[src/rtl/stg_player_ctrl.sv]
// Player control for the shooter: game-state FSM driven by enter presses,
// per-frame ship movement with focus mode and clamping, and rate-limited fire.
module stg_player_ctrl #(
  parameter int X_MIN    = 16,
  parameter int X_MAX    = 368,
  parameter int Y_MIN    = 16,
  parameter int Y_MAX    = 464,
  parameter int X_INIT   = 192,
  parameter int Y_INIT   = 400,
  parameter int SPD_FAST = 4,
  parameter int SPD_SLOW = 2,
  parameter int FIRE_CD  = 6
) (
  input  logic       clk,
  input  logic       rst,
  input  logic       frame_tick,
  input  logic       w,
  input  logic       s,
  input  logic       a,
  input  logic       d,
  input  logic       z,
  input  logic       x,
  input  logic       enter,
  input  logic       hit,
  output logic [9:0] player_x,
  output logic [9:0] player_y,
  output logic       focus,
  output logic       fire_req,
  output logic [1:0] game_state
);

  typedef enum logic [1:0] {
    ST_TITLE = 2'd0,
    ST_PLAY  = 2'd1,
    ST_PAUSE = 2'd2,
    ST_OVER  = 2'd3
  } state_e;

  // Cooldown only ever holds 0..FIRE_CD-1.
  localparam int CD_W = (FIRE_CD > 1) ? $clog2(FIRE_CD) : 1;

  state_e            state_q, state_d;
  logic [9:0]        px_q, px_d;
  logic [9:0]        py_q, py_d;
  logic [CD_W-1:0]   cd_q, cd_d;
  logic              fire_q, fire_d;
  logic              focus_q, focus_d;
  logic              enter_prev_q, enter_prev_d;

  logic              enter_pr;
  logic              play_tick;
  logic signed [10:0] step, dx, dy, x_sum, y_sum;
  logic [9:0]        x_new, y_new;

  assign enter_pr  = enter & ~enter_prev_q;
  assign play_tick = frame_tick & (state_q == ST_PLAY);

  // Candidate position for this frame; only committed on a PLAY tick.
  always_comb begin
    step = x ? 11'(SPD_SLOW) : 11'(SPD_FAST);
    dx   = '0;
    dy   = '0;
    if (d & ~a) dx = step;
    else if (a & ~d) dx = -step;
    if (s & ~w) dy = step;
    else if (w & ~s) dy = -step;

    x_sum = $signed({1'b0, px_q}) + dx;
    y_sum = $signed({1'b0, py_q}) + dy;

    if (x_sum < $signed(11'(X_MIN)))      x_new = 10'(X_MIN);
    else if (x_sum > $signed(11'(X_MAX))) x_new = 10'(X_MAX);
    else                                  x_new = x_sum[9:0];

    if (y_sum < $signed(11'(Y_MIN)))      y_new = 10'(Y_MIN);
    else if (y_sum > $signed(11'(Y_MAX))) y_new = 10'(Y_MAX);
    else                                  y_new = y_sum[9:0];
  end

  always_comb begin
    // NOTE: every signal gets a default first so no path leaves it unassigned (no latches).
    state_d      = state_q;
    px_d         = px_q;
    py_d         = py_q;
    cd_d         = cd_q;
    fire_d       = 1'b0;
    focus_d      = x & (state_q == ST_PLAY);
    enter_prev_d = enter;

    unique case (state_q)
      ST_TITLE: if (enter_pr) begin
        state_d = ST_PLAY;
        px_d    = 10'(X_INIT);
        py_d    = 10'(Y_INIT);
        cd_d    = '0;
      end
      ST_PLAY: begin
        if (hit)           state_d = ST_OVER;
        else if (enter_pr) state_d = ST_PAUSE;
      end
      ST_PAUSE: if (enter_pr) state_d = ST_PLAY;
      ST_OVER:  if (enter_pr) state_d = ST_TITLE;
      default:  state_d = ST_TITLE;
    endcase

    // A tick that coincides with leaving PLAY still moves and fires.
    if (play_tick) begin
      px_d = x_new;
      py_d = y_new;
      if (cd_q != '0) begin
        cd_d = cd_q - 1'b1;
      end else if (z) begin
        fire_d = 1'b1;
        cd_d   = CD_W'(FIRE_CD - 1);
      end
    end
  end

  // NOTE: sequential state uses non-blocking assignments so all flops update together.
  always_ff @(posedge clk or posedge rst) begin
    if (rst) begin
      state_q      <= ST_TITLE;
      px_q         <= 10'(X_INIT);
      py_q         <= 10'(Y_INIT);
      cd_q         <= '0;
      fire_q       <= 1'b0;
      focus_q      <= 1'b0;
      enter_prev_q <= 1'b1;
    end else begin
      state_q      <= state_d;
      px_q         <= px_d;
      py_q         <= py_d;
      cd_q         <= cd_d;
      fire_q       <= fire_d;
      focus_q      <= focus_d;
      enter_prev_q <= enter_prev_d;
    end
  end

  assign player_x   = px_q;
  assign player_y   = py_q;
  assign focus      = focus_q;
  assign fire_req   = fire_q;
  assign game_state = state_q;

endmodule

[config.mk]
export PLATFORM = sky130hd
export DESIGN_NAME = stg_player_ctrl
export DESIGN_NICKNAME = d
export VERILOG_FILES = /design/src/rtl/stg_player_ctrl.sv
export SDC_FILE = /design/constraint.sdc
export NUM_CORES = 1
export LEC_CHECK = 0
export CAP_MARGIN = 5
export CELL_PAD_IN_SITES_DETAIL_PLACEMENT = 1
export CELL_PAD_IN_SITES_GLOBAL_PLACEMENT = 2
export CORE_AREA = 2 2 84 86
export CTS_BUF_LIST = sky130_fd_sc_hd__clkbuf_16
export DETAILED_ROUTE_END_ITERATION = 8
export DIE_AREA = 0 0 86 88
export PLACE_DENSITY = 0.88
export SYNTH_ARGS = -nofsm -noshare
export SYNTH_HDL_FRONTEND = slang
export SYNTH_SLANG_ARGS = --single-unit
[constraint.sdc]
create_clock -name clk -period 4.26 [get_ports clk]
set_input_delay 0.426 -clock clk [delete_from_list [all_inputs] [get_ports clk]]
set_output_delay 0.426 -clock clk [all_outputs]
set_load 0.05 [all_outputs]
==> results.json, run 1 <==
{
  "status": "finished, final reports clean",
  "clockBufferDepth": 2,
  "yosys.area_share.simple": 0.189,
  "min_period_over_period": 0.774,
  "swShare": 0.506,
  "ys_seq_area_frac": 0.286,
  "finalPower_mw": 2.05,
  "cts_buffers": 3,
  "finalHoldViolCount": 0,
  "synth_compound_area_frac": 0.280,
  "grt_pass1_vias": 2025,
  "max_slew.worst_pin.slew_ns": 0.995,
  "vias": 1962,
  "regToRegSetupSlack_ns": 1.44,
  "reg2regPathDepth": 8,
  "num_rows": 30,
  "dieWidth_um": 86,
  "ys_seq_elements": 26,
  "p_sw_mw": 1.04,
  "core_area_sq_um": 6640,
  "io-pin-count": 35,
  "synth_top_family_by_area": "compound AO/OA/AOI/OAI gates",
  "max_freq_mhz": 303,
  "cts-hold-fix-buffers": 0,
  "portBuffers": 32,
  "critPathKind": "in -> reg",
  "area_growth_pct": 18.9,
  "synthCells": 245,
  "first_pass_iters": 4,
  "synth_area_sq_um": 2300,
  "cts_tree": "yes",
  "drc": 0,
  "cts_root_buffer": "clkbuf_16",
  "yosys_most_used_dff": "dfrtp_1",
  "slew_violations": 0,
  "power.static_leakage_nw": 1.19,
  "vias_per_cell": 5.54,
  "ir_drop_mv": 0.160,
  "cts_setup_buffers": 0,
  "num_antenna_cells": 0,
  "grt_max_degree": 27,
  "hold_depth": 1,
  "min_period_ns": 3.30,
  "die-area_sq_um": 7570,
  "rsz0062_at_grt": "no",
  "cp_max_fo": 5,
  "grt_pass1_wl_mm": 9.91,
  "arrival_ns": 3.49,
  "synth_xor_xnor_area_share": 0.0489,
  "ant_nets": 0,
  "drv_cap": 0,
  "die_h_um": 88,
  "drt-wirelength-per-cell_um": 16.8,
  "synthAdderAreaFrac": 0.126,
  "async_reset_ff_frac": 1.00,
  "start_util": 0.347,
  "hp-start": "cd_q[2]",
  "r2r_start": "player_x[1]",
  "worst_skew_pair.late_latency_ns": 0.26,
  "power_frac_clock": 0.102,
  "antenna_found_initial": 0,
  "slew_headroom": 0.336,
  "synth.area.mux_share": 0.0223,
  "r2r_end": "player_x[1]",
  "dpl.hpwl_mm": 4.68,
  "drive_above_1_share": 0.106,
  "cp-end-kind": "register",
  "setup-tns-final_ns": 0,
  "clk_pin_slew_ns": 0.07,
  "nNetsFinal": 308,
  "overflow": 0,
  "gp_congestion": 0.804,
  "htreeDepth": 1,
  "synth.distinct_cells": 73,
  "fin_worst_skew_ns": 0.00448,
  "seq_power_share": 0.221,
  "post-place-cells": 350,
  "cts_resized": 0,
  "fin_cells": 354,
  "routed_wirelength_mm": 5.95,
  "comb_power_share": 0.677,
  "synth_warnings": 0,
  "drtIter0Drc": 90,
  "start_kind": "input pin",
  "setup_viol": 0,
  "whs_endpoint": "cd_q[2]",
  "hold_path_class": "reg -> reg",
  "syn_avg_cell_area_sq_um": 9.41,
  "grt_use_total": 0.163,
  "synth-edff-count": 0,
  "powerDensity_nw_per_um2": 748,
  "p_int_mw": 1.01,
  "cp.required_ns": 4.45,
  "cts_num_sinks": 26
}
layer usage:
layer / GRT usage / vias to the layer above / wire [um]
li1: - / 986 / -
met4: 0.0216 / 0 / 0
met1: 0.232 / 942 / 3040
met2: 0.263 / 34 / 2700
met5: 0 / - / 0
met3: 0.0320 / 0 / 209
power by group through the flow:
| stage | Combinational (mW) | Clock [mW] | Sequential (mW) |
|---|---|---|---|
| finish | 1.39 | 0.209 | 0.452 |
| global route | 1.52 | 0.225 | 0.467 |
| detailed placement | 1.38 | 0 | 0.457 |
| global placement | 1.37 | 0 | 0.453 |
| floorplan | 0.783 | 0 | 0.704 |
| CTS | 1.40 | 0.214 | 0.453 |
through the flow:
stage | instance area [sq um] | setup WS, ns | hold WS [ns] | utilization
6_report | 2740 | 0.965 | 0.520 | 0.412
5_1_grt | 2740 | 0.652 | 0.558 | 0.412
4_1_cts | 2740 | 0.966 | 0.529 | 0.412
3_5_place_dp | 2660 | 0.706 | 0.506 | 0.401
3_3_place_gp | 2660 | 0.742 | 0.487 | 0.401
2_1_floorplan | 2310 | 1.48 | 0.430 | -
cell type report:
class                           count  area [sq um]
Tap cell                           80           100
Fill cell                         760          3900
Inverter                           11          41.3
Multi-Input combinational cell    201          1540
Timing Repair Buffer               32           320
Clock buffer                        3          75.1
Sequential cell                    26           658
Clock inverter                      1          3.75
worst max path at each step:
stage / from / end / slack [ns]
floorplan: s / player_y[1] / 1.48
global placement: s / player_y[2] / 0.74
detailed placement: d / player_x[1] / 0.71
CTS: s / player_y[2] / 0.97
global route: d / player_x[1] / 0.65
finish: s / player_y[2] / 0.96
kinds of logic (layout without fill, tap and decap cells):
| kind of cell | after synthesis | in the layout |
|---|---|---|
| AOI/OAI and AO/OA | 85 | 85 |
| and+or+nand+nor | 75 | 75 |
| DFF | 26 | 26 |
| adders and majority gates | 22 | 22 |
| buffers and inverters | 19 | 47 |
| xor gates and xnor gates | 12 | 12 |
| muxes | 5 | 5 |
| other | 1 | 2 |
cells in the mapped netlist (3+ instances only):
library cell,n,share of area
dfrtp_1,20,0.22
ha_1,20,0.11
a21oi_1,16,0.035
nor2_1,15,0.024
o21ai_0,13,0.028
nand2b_1,11,0.030
inv_1,10,0.016
nand2_1,10,0.016
xnor2_1,8,0.030
a211oi_1,6,0.020
dfstp_2,6,0.068
nand3_1,6,0.013
o21ai_1,5,0.011
a32o_1,4,0.017
and3_1,4,0.011
mux2i_1,4,0.017
nor3_1,4,0.0087
a32o_2,3,0.015
buf_4,3,0.0098
nor2b_1,3,0.0081
o211ai_1,3,0.0098
o21a_1,3,0.0098
o22a_1,3,0.011
xor2_1,3,0.011
layout by cell type (no fill, tap or decap), types with 3 or more instances in the layout:
| cell | synthesis | layout |
|---|---|---|
| clkbuf_16 | 0 | 3 |
| xnor2_1 | 8 | 8 |
| and3_1 | 4 | 4 |
| nor2_1 | 15 | 15 |
| o21a_1 | 3 | 3 |
| o22a_1 | 3 | 3 |
| o21ai_0 | 13 | 13 |
| nand3_1 | 6 | 6 |
| nand2b_1 | 11 | 11 |
| ha_1 | 20 | 20 |
| a21oi_1 | 16 | 16 |
| clkdlybuf4s50_1 | 0 | 32 |
| nor2b_1 | 3 | 3 |
| mux2i_1 | 4 | 4 |
| inv_1 | 10 | 10 |
| a32o_2 | 3 | 3 |
| xor2_1 | 3 | 3 |
| o211ai_1 | 3 | 3 |
| dfstp_2 | 6 | 6 |
| a32o_1 | 4 | 4 |
| nor3_1 | 4 | 4 |
| a211oi_1 | 6 | 6 |
| dfrtp_1 | 20 | 20 |
| o21ai_1 | 5 | 5 |
| nand2_1 | 10 | 10 |
state kept, by name, indices dropped and copies added, names as in the netlist:
| register | flops |
|---|---|
| cd_q | 3 |
| enter_prev_q | 1 |
| fire_req | 1 |
| focus | 1 |
| game_state | 2 |
| player_x | 9 |
| player_y | 9 |
critical path, cell delays in order:
cell	delay, ns
clkdlybuf4s50_1	0.47
nand2b_1	0.23
a21boi_0	0.13
ha_1	0.25
fa_1	0.41
a211o_1	0.34
a211oi_1	0.28
o21ai_1	0.12
xnor2_1	0.34
and3_2	0.31
a32o_2	0.18
(Power assumes the default switching activity.)
==> run 2, diff against run 1 <==
--- a/config.mk
+++ b/config.mk
@@ -8,11 +8,11 @@
 export CAP_MARGIN = 5
 export CELL_PAD_IN_SITES_DETAIL_PLACEMENT = 1
 export CELL_PAD_IN_SITES_GLOBAL_PLACEMENT = 2
-export CORE_AREA = 2 2 84 86
+export CORE_AREA = 2 2 86 88
 export CTS_BUF_LIST = sky130_fd_sc_hd__clkbuf_16
 export DETAILED_ROUTE_END_ITERATION = 8
-export DIE_AREA = 0 0 86 88
-export PLACE_DENSITY = 0.88
+export DIE_AREA = 0 0 88 90
+export PLACE_DENSITY = 0.85
 export SYNTH_ARGS = -nofsm -noshare
 export SYNTH_HDL_FRONTEND = slang
 export SYNTH_SLANG_ARGS = --single-unit
==> constraint.sdc (replaced) <==
create_clock -name clk -period 3.3 [get_ports clk]
set_input_delay 0.33 -clock clk [delete_from_list [all_inputs] [get_ports clk]]
set_output_delay 0.33 -clock clk [all_outputs]
set_load 0.05 [all_outputs]
==> results.json, run 2 (synthesis gave the netlist of run 1 again) <==
{
  "fin_cells": 384,
  "ant_nets": 0,
  "cts_tree": "yes",
  "ir_drop_mv": 0.390,
  "cts_buffers": 3,
  "cts_root_buffer": "clkbuf_16",
  "setup-tns-final_ns": 0,
  "rsz0062_at_grt": "no",
  "gp_congestion": 0.781,
  "drive_above_1_share": 0.144,
  "start_util": 0.328,
  "io-pin-count": 35,
  "cts-hold-fix-buffers": 0,
  "final_common_cell": "clkdlybuf4s50_1",
  "drt-wirelength-per-cell_um": 15.3,
  "vias_per_cell": 5.32,
  "fin_worst_skew_ns": 0.00695,
  "dpl.hpwl_mm": 4.74,
  "num_rows": 31,
  "max_slew.worst_pin.slew_ns": 0.999,
  "finalHoldViolCount": 0,
  "routed_wirelength_mm": 5.87,
  "cp_top_family": "compound AO/OA/AOI/OAI gates",
  "grt_max_degree": 27,
  "setup_viol": 0,
  "antenna_found_initial": 0,
  "critPathKind": "in -> reg",
  "cp-end-kind": "register",
  "cp_max_fo": 4,
  "hold_depth": 1,
  "cts_num_sinks": 26,
  "grt_pass1_vias": 2003,
  "hold_path_class": "reg -> reg",
  "layout_common_cells": "32 x clkdlybuf4s50_1, 20 x ha_1, 20 x dfrtp_1, 16 x a21oi_1, 15 x nor2_1",
  "arrival_ns": 3.25,
  "status": "finished, final reports clean",
  "overflow": 0,
  "drv_cap": 0,
  "first_pass_iters": 4,
  "start_kind": "input pin",
  "powerDensity_nw_per_um2": 970,
  "slowest_delay_ns": 0.47,
  "clockBufferDepth": 2,
  "drc": 0,
  "max_freq_mhz": 323,
  "clk_pin_slew_ns": 0.07,
  "area_growth_pct": 24.7,
  "regToRegSetupSlack_ns": 0.56,
  "post-place-cells": 380,
  "slew_violations": 0,
  "min_period_ns": 3.09,
  "die_h_um": 90,
  "vias": 2041,
  "htreeDepth": 1,
  "crit_slowest_cell": "clkdlybuf4s50_1",
  "worst_skew_pair.late_latency_ns": 0.26,
  "num_antenna_cells": 0,
  "slew_headroom": 0.333,
  "path_cells": "clkdlybuf4s50_1, nand2b_1, a21boi_0, ha_1, fa_1, a211oi_1, buf_4, or4_1, nand4_1, a2111oi_1, mux2i_1, a32o_1",
  "cp.required_ns": 3.46,
  "drtIter0Drc": 91,
  "reg2regPathDepth": 9,
  "grt_use_total": 0.152,
  "dieWidth_um": 88,
  "cp.depth": 12,
  "core_area_sq_um": 7020,
  "portBuffers": 32,
  "grt_pass1_wl_mm": 9.82,
  "die-area_sq_um": 7920,
  "nNetsFinal": 319,
  "power.static_leakage_nw": 1.26,
  "crit_buf_inv": 2,
  "min_period_over_period": 0.938
}
-- run 2: cell types whose count changed in the layout (fill, tap and decap cells not counted), sizes merged --
cell	previous run	this run
bufinv	0	1
clkinv	1	0
buf	0	11
-- run 2: report_power, final --
| group | internal, mW | switching (mW) |
|---|---|---|
| Sequential | 0.457 | 0.123 |
| Combinational | 0.745 | 1.11 |
| Clock | 0.242 | 0.114 |
| Total | 1.44 | 1.35 |
-- run 2: metrics by stage --
step                      setup slack, ns  utilization  power (mW)  area (sq um)  hold WS, ns
after CTS                           0.135        0.409        2.81          2870        0.501
after global routing               0.0559        0.409        3.00          2870        0.533
after floorplan                     0.518            -        1.92          2310        0.334
after global placement             0.0419        0.394        2.41          2770        0.486
after detailed placement          -0.0767        0.394        2.44          2770        0.493
final                               0.206        0.409        2.79          2870        0.495
-- run 2: area by class of cell --
class / count / area, sq um
multi-input cells: 201 / 1540
repair buffers: 43 / 403
flip-flops and latches: 26 / 658
clock buffers: 3 / 75.1
well taps: 99 / 124
clock inverters: 1 / 30.0
inverters: 11 / 41.3
fillers: 815 / 4150
-- run 2: routing by layer --
metal	routed length, um	track usage	share of wire
met5	0	0	0
met4	14	0.00769	0.0024
met3	243	0.0395	0.041
met2	2630	0.235	0.45
met1	2980	0.225	0.51
-- run 2: worst paths after layout --
check / start / endpoint
min in group asynchronous: rst / player_x[1]
setup reg to reg: player_x[1] / player_x[1]
setup / recovery: d / player_x[1]
hold / removal: cd_q[2] / cd_q[2]
hold reg to reg: cd_q[2] / cd_q[2]
max in group asynchronous: rst / player_x[8]
-- run 2: timing repair --
action | in CTS | in global routing
endpoints found under the setup margin | 0 | 3
gates resized for setup | 0 | 1
buffers inserted | 0 | 0
-- run 2: worst register-to-register path, delay by kind of cell, from the launching register on --
kind | cells | cell delay [ns]
mux | 1 | 0.25
fa+ha+maj | 2 | 0.65
compound gates | 3 | 0.90
buf+inv | 1 | 0.17
flops | 1 | 0.40
simple gates | 2 | 0.26
